`config.mk`:
```
export PLATFORM = sky130hd
export DESIGN_NAME = rv32i_ctrl_fsm
export DESIGN_NICKNAME = d
export VERILOG_FILES = /design/src/rtl/rv32i_pkg.sv /design/src/rtl/rv32i_decode.sv /design/src/rtl/rv32i_ctrl_fsm.sv
export SDC_FILE = /design/constraint.sdc
export NUM_CORES = 1
export LEC_CHECK = 0
export BUFFER_PORTS_ARGS = -buffer_cell sky130_fd_sc_hd__clkbuf_2
export CAP_MARGIN = 30
export CORE_MARGIN = 4
export CORE_UTILIZATION = 39
export CTS_BUF_LIST = sky130_fd_sc_hd__clkbuf_16
export CTS_CLUSTER_DIAMETER = 80
export DETAILED_ROUTE_END_ITERATION = 10
export PLACE_DENSITY = 0.69
export SYNTH_ARGS = -nofsm -noshare
export SYNTH_HDL_FRONTEND = slang
export SYNTH_SLANG_ARGS = --single-unit
```
`constraint.sdc`:
```
create_clock -name clk -period 1.84 [get_ports clk]
set_input_delay 0.184 -clock clk [delete_from_list [all_inputs] [get_ports clk]]
set_output_delay 0.184 -clock clk [all_outputs]
set_load 0.03 [all_outputs]
```
`src/rtl/rv32i_pkg.sv`:
```
`default_nettype none
// ============================================================================
// Package     : rv32i_pkg
// Description : Shared encodings for the RV32I multi-cycle control path:
//               FSM state codes, base opcodes, datapath mux selects, ALU
//               operation codes and the branch-condition helper.
// Revision    : 1.0 - initial release
// ============================================================================
package rv32i_pkg;

    // FSM state encoding (also driven out on the state port)
    localparam logic [2:0] c_ST_FETCH  = 3'b000;
    localparam logic [2:0] c_ST_DECODE = 3'b001;
    localparam logic [2:0] c_ST_EXEC   = 3'b010;
    localparam logic [2:0] c_ST_MEM    = 3'b011;
    localparam logic [2:0] c_ST_WB     = 3'b100;
    localparam logic [2:0] c_ST_TRAP   = 3'b101;

    // RV32I base opcodes (IR[6:0])
    localparam logic [6:0] c_OPC_LUI    = 7'b0110111;
    localparam logic [6:0] c_OPC_AUIPC  = 7'b0010111;
    localparam logic [6:0] c_OPC_JAL    = 7'b1101111;
    localparam logic [6:0] c_OPC_JALR   = 7'b1100111;
    localparam logic [6:0] c_OPC_BRANCH = 7'b1100011;
    localparam logic [6:0] c_OPC_LOAD   = 7'b0000011;
    localparam logic [6:0] c_OPC_STORE  = 7'b0100011;
    localparam logic [6:0] c_OPC_OPIMM  = 7'b0010011;
    localparam logic [6:0] c_OPC_OP     = 7'b0110011;

    // Next-PC select
    localparam logic [1:0] c_SELPC_ALU    = 2'b00;
    localparam logic [1:0] c_SELPC_JUMP   = 2'b01;
    localparam logic [1:0] c_SELPC_BRANCH = 2'b10;
    localparam logic [1:0] c_SELPC_PC4    = 2'b11;

    // Write-back select
    localparam logic [1:0] c_WB_PC4  = 2'b00;
    localparam logic [1:0] c_WB_DM   = 2'b01;
    localparam logic [1:0] c_WB_ALU  = 2'b10;
    localparam logic [1:0] c_WB_UIMM = 2'b11;

    // ALU operand selects
    localparam logic [1:0] c_OP1_PC  = 2'b00;
    localparam logic [1:0] c_OP1_RS1 = 2'b10;
    localparam logic [1:0] c_OP2_RS2 = 2'b00;
    localparam logic [1:0] c_OP2_IMM = 2'b10;

    // Immediate formats
    localparam logic [2:0] c_IMM_I = 3'b000;
    localparam logic [2:0] c_IMM_S = 3'b001;
    localparam logic [2:0] c_IMM_B = 3'b010;
    localparam logic [2:0] c_IMM_U = 3'b011;
    localparam logic [2:0] c_IMM_J = 3'b100;

    // ALU operation used for every address / PC computation
    localparam logic [3:0] c_ALU_ADD = 4'b0000;

    // ADDI x0,x0,0 - the IR contents after reset
    localparam logic [31:0] c_NOP_INSN = 32'h0000_0013;

    // Instruction classes produced by the decoder
    typedef enum logic [3:0] {
        CLS_ALU_R   = 4'd0,
        CLS_ALU_I   = 4'd1,
        CLS_LUI     = 4'd2,
        CLS_AUIPC   = 4'd3,
        CLS_JAL     = 4'd4,
        CLS_JALR    = 4'd5,
        CLS_BRANCH  = 4'd6,
        CLS_LOAD    = 4'd7,
        CLS_STORE   = 4'd8,
        CLS_ILLEGAL = 4'd9
    } insn_class_e;

    // Branch condition from funct3 and the rs1/rs2 comparator flags.
    // The reserved funct3 codes 010/011 are treated as never taken.
    function automatic logic branch_taken(input logic [2:0] funct3,
                                          input logic       eq,
                                          input logic       lt,
                                          input logic       ltu);
        logic taken;
        case (funct3)
            3'b000:  taken = eq;
            3'b001:  taken = ~eq;
            3'b100:  taken = lt;
            3'b101:  taken = ~lt;
            3'b110:  taken = ltu;
            3'b111:  taken = ~ltu;
            default: taken = 1'b0;
        endcase
        return taken;
    endfunction

endpackage
`default_nettype wire

```
`src/rtl/rv32i_decode.sv`:
```
`default_nettype none
// ============================================================================
// Module      : rv32i_decode
// Description : Purely combinational IR decoder: instruction class,
//               immediate format and ALU operation.
// Revision    : 1.0 - initial release
// ============================================================================
module rv32i_decode
    import rv32i_pkg::*;
(
    input  logic [31:0] ir_i,
    output insn_class_e cls_o,
    output logic [2:0]  imm_sel_o,
    output logic [3:0]  alu_ctrl_o
);

    logic [2:0] w_funct3;
    logic       w_funct7_5;
    logic       w_unused;

    assign w_funct3   = ir_i[14:12];
    assign w_funct7_5 = ir_i[30];
    // Register and immediate fields are consumed by the datapath, not here
    assign w_unused   = ^{ir_i[31], ir_i[29:15], ir_i[11:7]};

    // Classify the opcode and pick immediate format / ALU operation
    always_comb begin
        cls_o      = CLS_ILLEGAL;
        imm_sel_o  = c_IMM_I;
        alu_ctrl_o = c_ALU_ADD;
        case (ir_i[6:0])
            c_OPC_OP: begin
                cls_o      = CLS_ALU_R;
                alu_ctrl_o = {w_funct7_5, w_funct3};
            end
            c_OPC_OPIMM: begin
                // Only SRAI uses bit 30 as an opcode bit; elsewhere it is
                // immediate data and must not turn ADDI into SUB.
                cls_o      = CLS_ALU_I;
                alu_ctrl_o = {(w_funct3 == 3'b101) & w_funct7_5, w_funct3};
            end
            c_OPC_LUI: begin
                cls_o     = CLS_LUI;
                imm_sel_o = c_IMM_U;
            end
            c_OPC_AUIPC: begin
                cls_o     = CLS_AUIPC;
                imm_sel_o = c_IMM_U;
            end
            c_OPC_JAL: begin
                cls_o     = CLS_JAL;
                imm_sel_o = c_IMM_J;
            end
            c_OPC_JALR: begin
                cls_o     = CLS_JALR;
                imm_sel_o = c_IMM_I;
            end
            c_OPC_BRANCH: begin
                cls_o     = CLS_BRANCH;
                imm_sel_o = c_IMM_B;
            end
            c_OPC_LOAD: begin
                cls_o     = CLS_LOAD;
                imm_sel_o = c_IMM_I;
            end
            c_OPC_STORE: begin
                cls_o     = CLS_STORE;
                imm_sel_o = c_IMM_S;
            end
            default: begin
                cls_o = CLS_ILLEGAL;
            end
        endcase
    end

endmodule
`default_nettype wire

```
`src/rtl/rv32i_ctrl_fsm.sv`:
```
`default_nettype none
// ============================================================================
// Module      : rv32i_ctrl_fsm
// Description : Multi-cycle RV32I control FSM (FETCH/DECODE/EXEC/MEM/WB/TRAP).
//               All decode outputs come from the registered IR.
//               Build option ILLEGAL_INSN_TRAP_EN: unknown opcodes enter a
//               sticky TRAP state; otherwise they retire as a NOP.
// Revision    : 1.0 - initial release
// ============================================================================
module rv32i_ctrl_fsm
    import rv32i_pkg::*;
(
    input  logic        clk,
    input  logic        reset,
    input  logic [31:0] insn,
    input  logic        br_eq,
    input  logic        br_lt,
    input  logic        br_ltu,
    input  logic        dmem_ready,
    output logic        ir_we,
    output logic        pc_we,
    output logic [1:0]  selpc,
    output logic [1:0]  wbsel,
    output logic [1:0]  op1_sel,
    output logic [1:0]  op2_sel,
    output logic [2:0]  imm_sel,
    output logic [3:0]  alu_ctrl,
    output logic        reg_we,
    output logic        dmem_en,
    output logic        dmem_we,
    output logic [1:0]  dmem_size,
    output logic [2:0]  state,
    output logic        retire,
    output logic        illegal
);

    logic [2:0]  state_q;
    logic [2:0]  state_d;
    logic [31:0] ir_q;
    logic [1:0]  selpc_q;      // jump target select carried from EXEC to WB

    insn_class_e w_cls;
    logic        w_is_jump;
    logic        w_ir_we;
    logic        w_pc_we;
    logic        w_retire;
    logic        w_reg_we;
    logic        w_dmem_en;
    logic        w_dmem_we;
    logic [1:0]  w_selpc;

    rv32i_decode u_decode (
        .ir_i       (ir_q),
        .cls_o      (w_cls),
        .imm_sel_o  (imm_sel),
        .alu_ctrl_o (alu_ctrl)
    );

    assign w_is_jump = (w_cls == CLS_JAL) || (w_cls == CLS_JALR);
    assign dmem_size = ir_q[13:12];
    assign state     = state_q;

    // Datapath operand and write-back selects derived from the IR class
    always_comb begin
        op1_sel = c_OP1_RS1;
        op2_sel = c_OP2_IMM;
        wbsel   = c_WB_ALU;
        case (w_cls)
            CLS_ALU_R:  op2_sel = c_OP2_RS2;
            CLS_LUI: begin
                op1_sel = c_OP1_PC;
                wbsel   = c_WB_UIMM;
            end
            CLS_AUIPC:  op1_sel = c_OP1_PC;
            CLS_JAL: begin
                op1_sel = c_OP1_PC;
                wbsel   = c_WB_PC4;
            end
            CLS_JALR:   wbsel   = c_WB_PC4;
            CLS_BRANCH: op1_sel = c_OP1_PC;
            CLS_LOAD:   wbsel   = c_WB_DM;
            default:    op2_sel = c_OP2_IMM;
        endcase
    end

    // Next-state logic and raw (pre-reset-gating) strobes
    always_comb begin
        state_d   = state_q;
        w_ir_we   = 1'b0;
        w_pc_we   = 1'b0;
        w_retire  = 1'b0;
        w_reg_we  = 1'b0;
        w_dmem_en = 1'b0;
        w_dmem_we = 1'b0;
        w_selpc   = c_SELPC_PC4;
        case (state_q)
            c_ST_FETCH: begin
                w_ir_we = 1'b1;
                state_d = c_ST_DECODE;
            end
            c_ST_DECODE: begin
`ifdef ILLEGAL_INSN_TRAP_EN
                state_d = (w_cls == CLS_ILLEGAL) ? c_ST_TRAP : c_ST_EXEC;
`else
                state_d = c_ST_EXEC;
`endif
            end
            c_ST_EXEC: begin
                case (w_cls)
                    CLS_BRANCH: begin
                        w_pc_we  = 1'b1;
                        w_retire = 1'b1;
                        w_selpc  = branch_taken(ir_q[14:12], br_eq, br_lt, br_ltu)
                                   ? c_SELPC_BRANCH : c_SELPC_PC4;
                        state_d  = c_ST_FETCH;
                    end
                    CLS_JAL: begin
                        w_selpc = c_SELPC_JUMP;
                        state_d = c_ST_WB;
                    end
                    CLS_JALR: begin
                        w_selpc = c_SELPC_ALU;
                        state_d = c_ST_WB;
                    end
                    CLS_LOAD, CLS_STORE: begin
                        state_d = c_ST_MEM;
                    end
                    CLS_ILLEGAL: begin
                        // Unknown opcode retires as a NOP (only reachable
                        // when the trap option is not built in)
                        w_pc_we  = 1'b1;
                        w_retire = 1'b1;
                        state_d  = c_ST_FETCH;
                    end
                    default: begin
                        state_d = c_ST_WB;
                    end
                endcase
            end
            c_ST_MEM: begin
                w_dmem_en = 1'b1;
                w_dmem_we = (w_cls == CLS_STORE);
                if (dmem_ready) begin
                    if (w_cls == CLS_STORE) begin
                        w_pc_we  = 1'b1;
                        w_retire = 1'b1;
                        state_d  = c_ST_FETCH;
                    end else begin
                        state_d  = c_ST_WB;
                    end
                end
            end
            c_ST_WB: begin
                w_reg_we = (ir_q[11:7] != 5'd0);
                w_pc_we  = 1'b1;
                w_retire = 1'b1;
                w_selpc  = w_is_jump ? selpc_q : c_SELPC_PC4;
                state_d  = c_ST_FETCH;
            end
            c_ST_TRAP: begin
                state_d = c_ST_TRAP;
            end
            default: begin
                state_d = c_ST_FETCH;
            end
        endcase
    end

    // Reset dominates every strobe so an abandoned instruction leaves no trace
    assign ir_we   = w_ir_we   & ~reset;
    assign pc_we   = w_pc_we   & ~reset;
    assign retire  = w_retire  & ~reset;
    assign reg_we  = w_reg_we  & ~reset;
    assign dmem_en = w_dmem_en & ~reset;
    assign dmem_we = w_dmem_we & ~reset;
    assign selpc   = w_selpc;

`ifdef ILLEGAL_INSN_TRAP_EN
    assign illegal = (state_q == c_ST_TRAP);
`else
    assign illegal = 1'b0;
`endif

    // State, IR capture and jump-select latch
    always_ff @(posedge clk) begin
        if (reset) begin
            state_q <= c_ST_FETCH;
            ir_q    <= c_NOP_INSN;
            selpc_q <= c_SELPC_PC4;
        end else begin
            state_q <= state_d;
            if (w_ir_we) begin
                ir_q <= insn;
            end
            if (state_q == c_ST_EXEC) begin
                selpc_q <= w_selpc;
            end
        end
    end

endmodule
`default_nettype wire

```
# Word-level counts from Yosys, hierarchy flattened
# Index checks and enable logic that the tools add are counted.
dict set report word_totals {
  ff_bits 36
  input_bits 38
  out_inout_bits 27
  wordCells 76
}
dict set report op_classes {
  eq_ne 28
  n_mux 25
  bitwise 10
  reduce_logical 10
}
# cell count
set op_table {}
lappend op_table {{$pmux W4 S9} 1}
lappend op_table {{$eq A7 B6 Y1 const B} 3}
lappend op_table {{$eq A7 B7 Y1 const B} 3}
lappend op_table {{$eq A3 B3 Y1 const B} 6}
lappend op_table {{$eq A4 B3 Y1 const B} 4}
lappend op_table {{$pmux W3 S5} 1}
lappend op_table {{$eq A7 B5 Y1 const B} 2}
lappend op_table {{$pmux W2 S3} 2}
lappend op_table {{$pmux W3 S4} 1}
lappend op_table {{$mux W1} 10}
lappend op_table {{$eq A4 B2 Y1 const B} 2}
lappend op_table {{$eq A4 B4 Y1 const B} 2}
lappend op_table {{$pmux W4 S2} 1}
lappend op_table {{$reduce_or A2 Y1} 4}
lappend op_table {{$eq A7 B2 Y1 const B} 1}
lappend op_table {{$and A1 B1 Y1} 6}
lappend op_table {{$eq A3 B1 Y1 const B} 2}
lappend op_table {{$eq A3 B2 Y1 const B} 2}
lappend op_table {{$logic_not A3 Y1} 2}
lappend op_table {{$mux W2} 3}
lappend op_table {{$mux W3} 2}
lappend op_table {{$pmux W1 S6} 1}
lappend op_table {{$pmux W3 S2} 1}
lappend op_table {{$reduce_bool A5 Y1} 1}
lappend op_table {{other kinds (7)} 10}

# Longest topological paths before layout
# Gate-level depths: netlist (run 1).
dict set report depth {
  ltp_word 8
  mapped_depth 7
  depth_no_buf 4
}

# Modules after synthesis
# Synthesis (run 1) repeated with hierarchy kept, for this count alone.
dict set report hier_totals {
  cells_unflattened 259
  area_unflattened_um2 1993.2
}
# module instances cells_per_inst area_per_inst_um2 seq_area_each_um2
set modules_own_cells {}
lappend modules_own_cells {rv32i_ctrl_fsm 1 221 1711.6 740.7}
lappend modules_own_cells {rv32i_decode 1 38 281.5 0.0}

# Worst setup path before layout (run 1)
# Ideal clock, no wire load.
dict set report synth_path {
  path_kind {reg2out}
  startpoint {register ir_q[2]}
  endpoint {output wbsel[0]}
  t_arrival_ns 2.418
  required_time_ns 1.656
  slack_ns -0.762
  path_stages_with_launch 4
  n_path_buf 1
  cell_sequence {dfxtp_1 > buf_2 > or3_1 > a2111oi_0}
}
dict set report synth_via {
  elab_chain_len 5
  elab_cells_between_ends 16
  cone_classes {eq/ne (13); mux (2); reduce/logical (1)}
}
# element line
set synth_lines {}
lappend synth_lines {{from (decl)} rv32i_ctrl_fsm.sv:39} ;# logic [31:0] ir_q;
lappend synth_lines {{from (signal assigned)} rv32i_ctrl_fsm.sv:188} ;# ir_q <= c_NOP_INSN;
lappend synth_lines {{from (signal assigned)} rv32i_ctrl_fsm.sv:193} ;# ir_q <= insn;
lappend synth_lines {{$eq A7 B6 Y1 (tied with other cells)} rv32i_decode.sv:31} ;# case (ir_i[6:0])
lappend synth_lines {{$pmux W4 S9 *} rv32i_decode.sv:31}
lappend synth_lines {{$eq A4 B3 Y1} rv32i_ctrl_fsm.sv:68} ;# case (w_cls)
lappend synth_lines {{$reduce_or A2 Y1 (no line)} n/a}
lappend synth_lines {{$pmux W2 S3 *} rv32i_ctrl_fsm.sv:68}
lappend synth_lines {{to (decl)} rv32i_ctrl_fsm.sv:23} ;# output logic [1:0] wbsel,
# Every way passes the cells marked *; elsewhere a longest branch is shown, timed or not.

# Worst setup path after layout (run 1)
dict set report layout_path {
  startpoint {register ir_q[2]}
  endpoint {output retire}
}
dict set report layout_via {
  elab_chain_len 7
  elab_cells_between_ends 19
  cone_classes {eq/ne (12); mux (5); bitwise (1); reduce/logical (1)}
}
# element line
set layout_lines {}
lappend layout_lines {{$eq A7 B6 Y1 (tied with other cells)} rv32i_decode.sv:31}
lappend layout_lines {{$pmux W4 S9 *} rv32i_decode.sv:31}
lappend layout_lines {{$eq A4 B4 Y1 (tied with other cells)} rv32i_ctrl_fsm.sv:144} ;# if (w_cls == CLS_STORE) begin
lappend layout_lines {{$mux W1 / $reduce_or A2 Y1 (equally long branches)} n/a}
lappend layout_lines {{$mux W1, on equally long branches} {rv32i_ctrl_fsm.sv:143, rv32i_ctrl_fsm.sv:109}}
lappend layout_lines {{$pmux W1 S3 *} rv32i_ctrl_fsm.sv:96} ;# case (state_q)
lappend layout_lines {{$and A1 B1 Y1 *} rv32i_ctrl_fsm.sv:172} ;# assign retire = w_retire & ~reset;
lappend layout_lines {{to (decl)} rv32i_ctrl_fsm.sv:33} ;# output logic retire,
# Marks and branches as above.

==> summary.md, run 1 <==
| Metric | Value |
|---|---|
| Status | complete, but fails checks |
| Failing checks | negative setup slack |
| Netlist cell types | 48 |
| Metal3 WL | between 150 and 200 um |
| Crit end category | primary output |
| Routed length on met1 | 1650 um |
| Initial antenna violation count | 0 |
| Worst-case vdd ir drop | 763 uV |
| Number of global-route vias before repair | 1,386 |
| Final worst slack | -0.0960 ns |
| P_leak | 0.860 nW |
| Number of buffers created by CTS | 3 |
| Count leader, synth | nand2_1 |
| Post-synth EDFFs | 0 |
| Final wirelength | 3630 um |
| Clk_skew | 0.00265 ns |
| Multi-input gate area | 902 sq um |
| Largest net degree at the start of global routing | 19 |
| Element type at the critical path start | register |
| Leading area contributor after synthesis | dfxtp_1 |
| Flops & latches, synth | 21 |
| Top cell type's share of synthesized area | 31.3% |
| Ys async rst share | 0% |
| Fillcell total | 341 |
| Post-synthesis sequential area ratio | 31.3% |
| Minimum clock period | 1.94 ns |
| Port bufs | 45 |
| CTS tree | done |
| Maxcap violations | 0 |
| Fin nets | about 280 |
| Slew Viols, Final | 0 |
| Met2 WL | 1770 um |
| RSZ-0062 raised after global routing | true |
| Clk sinks | 21 |
| Antenna-violating nets left | 0 |
| Synthesis-to-layout area growth | 43.6% |
| Worst skew pair latency | 0.26 ns |
| Placed cell areas | ~1800 sq um |
| Share of cells above drive strength 1 | 41.7% |
| Max Freq | 0.517 GHz |
| Top post-synthesis cells by area | dfxtp_1 31%, nand2_1 10%, a21oi_1 6.0% |
| 1st-iter DRT viols | 91 |
| Worst-path clk slew | approximately 0.060 ns |
| DRC violations left | 0 |
| Overall routing resource usage | 17.7% |
| Root buffer cell | clkbuf_16 |
| CP max FO | 5 |
| Top sig layer | met4 |
| Rows | 21 |
| Die height | 66.7 um |
| Seq. cell area | 437 sq um |
| Detailed-route via count | 1,467 |
| Crit share post-route | 105% |
| Core Util, Final | between 50% and 60% |
| Final Hold Viols | 0 |
| DPL Wire Length | 2700 um |
| DIE AREA | 4450 sq um |
| Synth warnings | 0 |
| First-pass GRT wire length | 6140 um |
| Design area | approximately 1900 sq um |
| Total number of H-tree levels | 1 |
| Post-synth top cells | 36 x nand2_1, 21 x dfxtp_1, 16 x a21oi_1 |
| WS Path Type | reg -> out |
| Top_reg_cell synth | dfxtp_1 |
| Boundary Pins | 65 |
| Drt pass-1 iters | 4 |
| Synth Area per Inst | 7.27 sq um |
| Critical path arrival | 1.75 ns |
| Clk buf depth | 2 |
| Post-DR wirelength/cell | 12.7 um |
| Ant diodes | 0 |
| Final Setup Violations | 4 |
| Hold Crit Class | in -> reg |
| Chip width | 66.7 um |
| Hold slack | 0.140 ns |
| Placer Congestion | 0.826 |
| Mapped Cells | 185 |
| Critical path required time | 1.66 ns |
| Via-to-Cell Ratio | 5.13 |
| P per Cell Area | ~1100 nW/um^2 |
| Mapped Area | 1350 sq um |
| Remaining Overflow, GRT | 0 |
| Placeable Area | 3340 sq um |
| Starting Density | between 40% and 50% |
==> layout by cell type, fill, tap and decap left out, types with 3 or more instances in the layout <==
master,synthesis,routed
nor2b_1,4,3
nor3_1,5,4
clkbuf_8,0,3
a21oi_1,16,16
dfxtp_2,0,4
nand2_1,36,36
dfxtp_4,0,3
o21ai_0,4,3
nand3_1,7,7
clkbuf_2,0,39
clkbuf_16,0,3
inv_1,5,4
dfxtp_1,21,14
conb_1,1,3
nor2_2,0,3
or3_1,3,3
and2_1,6,5
nand2b_1,4,4
nor3b_1,3,3
buf_4,6,25
nor2_1,10,7
==> per-layer routing <==
layer,vias to the layer above,GRT usage [%]
met5,-,0
met1,669,23.7
met3,5,2.87
met4,0,6.60
li1,757,-
met2,36,28.3
==> flip-flops by register name, indices dropped and copies added, names as in the netlist <==
register	count
ir_q	16
selpc_q	2
state	3
==> through the flow <==
step | TNS [ns] | std cells | power (mW) | worst slack [ns]
finish | -0.309 | 286 | 2.12 | -0.0960
global route | -0.654 | 286 | 2.26 | -0.197
CTS | -0.283 | 284 | 2.09 | -0.0825
detailed placement | 0 | 279 | 1.57 | 0.0592
global placement | 0 | 279 | 1.56 | 0.0797
floorplan | 0 | 187 | 1.30 | 0.00417
==> cells by family after synthesis <==
group | count (synthesis) | synth area share [%]
AO/OA/AOI/OAI | 39 | 19.3
XOR/XNOR | 2 | 1.30
buffers and inverters | 25 | 9.21
flip-flops | 21 | 31.3
multiplexers | 2 | 1.49
other | 1 | 0.279
AND/OR/NAND/NOR | 95 | 37.2
==> area by class of cell <==
class / count / area share, %
clock buffer: 3 / 3.89
multi-input combinational: 141 / 46.7
inverter: 5 / 0.972
tap: 46 / 2.98
sequential: 21 / 22.6
timing repair buffer: 69 / 22.5
clock inverter: 1 / 0.389
==> worst max-delay path: stages (launching register included) <==
cell and delay, ns:
dfxtp_4 0.36, and4bb_2 0.30, and2_4 0.14, nand4_1 0.13, a221oi_4 0.36, clkbuf_8 0.22
==> where the power goes <==
part	switching, mW	internal, mW	total [mW]
Clock	0.177	0.294	0.472
Combinational	0.586	0.430	1.02
Sequential	0.0836	0.547	0.631
Total	0.847	1.27	2.12
==> path summary, 6_finish.rpt <==
| check | startpoint | slack, ns | cells after the start | end |
|---|---|---|---|---|
| worst max-delay path | ir_q[2] | -0.1 | 5 | retire |
| worst max register to register | ir_q[2] | 0.19 | 5 | state[2] |
| worst min register to register | ir_q[9] | 0.45 | 2 | ir_q[9] |
| worst min-delay path | insn[11] | 0.14 | 3 | ir_q[11] |
==> timing repair <==
action | 4_1_cts | 5_1_grt
gates resized for setup | 17 | 12
pin swaps | 3 | 4
setup endpoints to repair | 4 | 9
hold buffers | 0 | 0
buffers inserted | 1 | 2
cloned | 0 | 0
Power figures use the tool's default switching activity.
==> run 2, diff against run 1 <==
Settings changed: MAX_ROUTING_LAYER from default to met4.
==> summary.md, run 2 (synthesized netlist as in run 1, its figures left out) <==
| Metric | Value |
|---|---|
| Hold_sp | insn[11] |
| Number of buffers created by CTS | 3 |
| Clk_skew | 0.00266 ns |
| 1st-iter DRT viols | 88 |
| Port bufs | 45 |
| Worst-path clk slew | 0.06 ns |
| Total number of H-tree levels | 1 |
| Crit end category | primary output |
| Combinational power share | between 40 and 50% |
| Internal power | 1.27 mW |
| Placer Congestion | 0.838 |
| Crit path cell chain | and4bb_2, and2_4, nand4_1, a221oi_4, clkbuf_8 |
| RSZ-0062 raised after global routing | true |
| Status | complete, but fails checks |
| Non-Filler Instances | between 200 and 300 |
| CP top delay family | simple AND/OR/NAND/NOR gates |
| DRC violations left | 0 |
| Clk buf depth | 2 |
| Multi-input gate area | ~900 sq um |
| Core Util, Final | 57.9% |
| Root buffer cell | clkbuf_16 |
| Maxcap violations | 0 |
| Cells after DPL | around 280 |
| Rows | 21 |
| Synthesis-to-layout area growth | 43.6% |
| First-pass GRT wire length | roughly 6000 um |
| Worst-case vdd ir drop | 763 uV |
| Critical path arrival | 1.75 ns |
| Biggest register | ir_q |
| Placeable Area | 3340 sq um |
| Chip width | 66.7 um |
| Pwr Total | 2.12 mW |
| Final Hold Viols | 0 |
| Slew Viols, Final | 0 |
| Element type at the critical path start | register |
| Drt pass-1 iters | 4 |
| Final worst slack | -0.0960 ns |
| Clock power share | 22.3% |
| Overall routing resource usage | 18.2% |
| DIE AREA | 4450 sq um |
| Crit share post-route | 105% |
| CTS tree | done |
| Commonest non-fill, non-tap cell in the layout | clkbuf_2 |
| DPL Wire Length | 2700 um |
| Hold Crit Class | in -> reg |
| Remaining Overflow, GRT | 0 |
| Via-to-Cell Ratio | 5.13 |
| Sequential share of power | 29.8% |
| Share of cells above drive strength 1 | 41.7% |
| Minimum clock period | approximately 1.9 ns |
| Max incr delay on CP | 0.36 ns |
| Final wirelength | approximately 3600 um |
| Hold_buf cts | 0 |
| Largest net degree at the start of global routing | 19 |
| Max stage delay cell, worst path | dfxtp_4 |
| CP max FO | 5 |
| Final Setup Violations | 4 |
| Fillcell total | around 340 |
| Fin nets | approximately 280 |
| Critical path required time | 1.66 ns |
| Worst flop-to-flop path startpoint | ir_q[2] |
| Clk sinks | 21 |
| Detailed-route via count | 1,467 |
| Net switching power | roughly 0.85 mW |
| Post-DR wirelength/cell | 12.7 um |
| Switching share of power | between 30% and 40% |
| Starting Density | between 40% and 50% |
| Initial antenna violation count | 0 |
| Boundary Pins | 65 |
| WS Path Type | reg -> out |
| Ant diodes | 0 |
| Worst skew pair latency | between 0.2 and 0.3 ns |
| Failing checks | negative setup slack |
| Crit path launch | ir_q[2] |
| Seq. cell area | 437 sq um |
| Die height | 66.7 um |
| Number of global-route vias before repair | 1,387 |
| Most frequent cells in the layout | 39 x clkbuf_2, 36 x nand2_1, 25 x buf_4 |
| Worst path bufs/invs | 1 |
| Antenna-violating nets left | 0 |
| P_leak | 0.860 nW |
| Max reg flops | 16 |
| Final TNS setup | -0.309 ns |
| Max Freq | 0.517 GHz |
| P per Cell Area | between 1000 and 1500 nW/um^2 |
## run 2: cell counts in the layout (fill, tap and decap cells not counted)
No cell type changed its count.
## run 2: routing by layer
| metal | global-route usage [%] | routed length [um] | vias up |
|---|---|---|---|
| met4 | 6.60 | 42 | 0 |
| met2 | 28.3 | 1770 | 36 |
| met5 | - | 0 | - |
| met3 | 2.70 | 169 | 5 |
| met1 | 23.8 | 1650 | 669 |
| li1 | - | - | 757 |
## run 2: through the flow
stage               hold slack, ns  cell area [sq um]  worst slack (ns)
finish                       0.140               1930           -0.0960
global route                 0.147               1930            -0.197
global placement             0.399               1760            0.0797
detailed placement           0.402               1760            0.0592
floorplan                    0.306               1430           0.00417
CTS                          0.137               1900           -0.0825
## run 2: worst reg2reg max path, delay by kind of cell, from the launching register on
| family | cells | cell delay, ns |
|---|---|---|
| simple gates | 2 | 0.64 |
| compound gates | 2 | 0.44 |
| flops | 1 | 0.36 |
| buf+inv | 1 | 0.13 |
## run 2: path summary, 6_finish.rpt
kind | cells past startpoint | slack, ns | endpoint
hold / removal | 3 | 0.14 | ir_q[11]
hold reg to reg | 2 | 0.45 | ir_q[9]
setup reg to reg | 5 | 0.19 | state[2]
setup / recovery | 5 | -0.1 | retire
## run 2: cell type report
class / instances / area share (%)
Tap cell: 46 / 2.98
Multi-Input combinational cell: 141 / 46.7
Clock inverter: 1 / 0.389
Sequential cell: 21 / 22.6
Inverter: 5 / 0.972
Clock buffer: 3 / 3.89
Timing Repair Buffer: 69 / 22.5
## run 2: what timing repair did
action	4_1_cts	5_1_grt
setup buffers	1	2
pin swaps	3	4
setup endpoints to repair	4	9
gates cloned	0	0
gates resized for setup	17	12
## run 2: power by group through the flow
| stage | combinational (mW) | clock [mW] | sequential [mW] |
|---|---|---|---|
| floorplan | 0.675 | 0 | 0.629 |
| global placement | 0.932 | 0 | 0.628 |
| detailed placement | 0.940 | 0 | 0.632 |
| CTS | 0.982 | 0.485 | 0.627 |
| global route | 1.12 | 0.498 | 0.647 |
| finish | 1.02 | 0.472 | 0.631 |
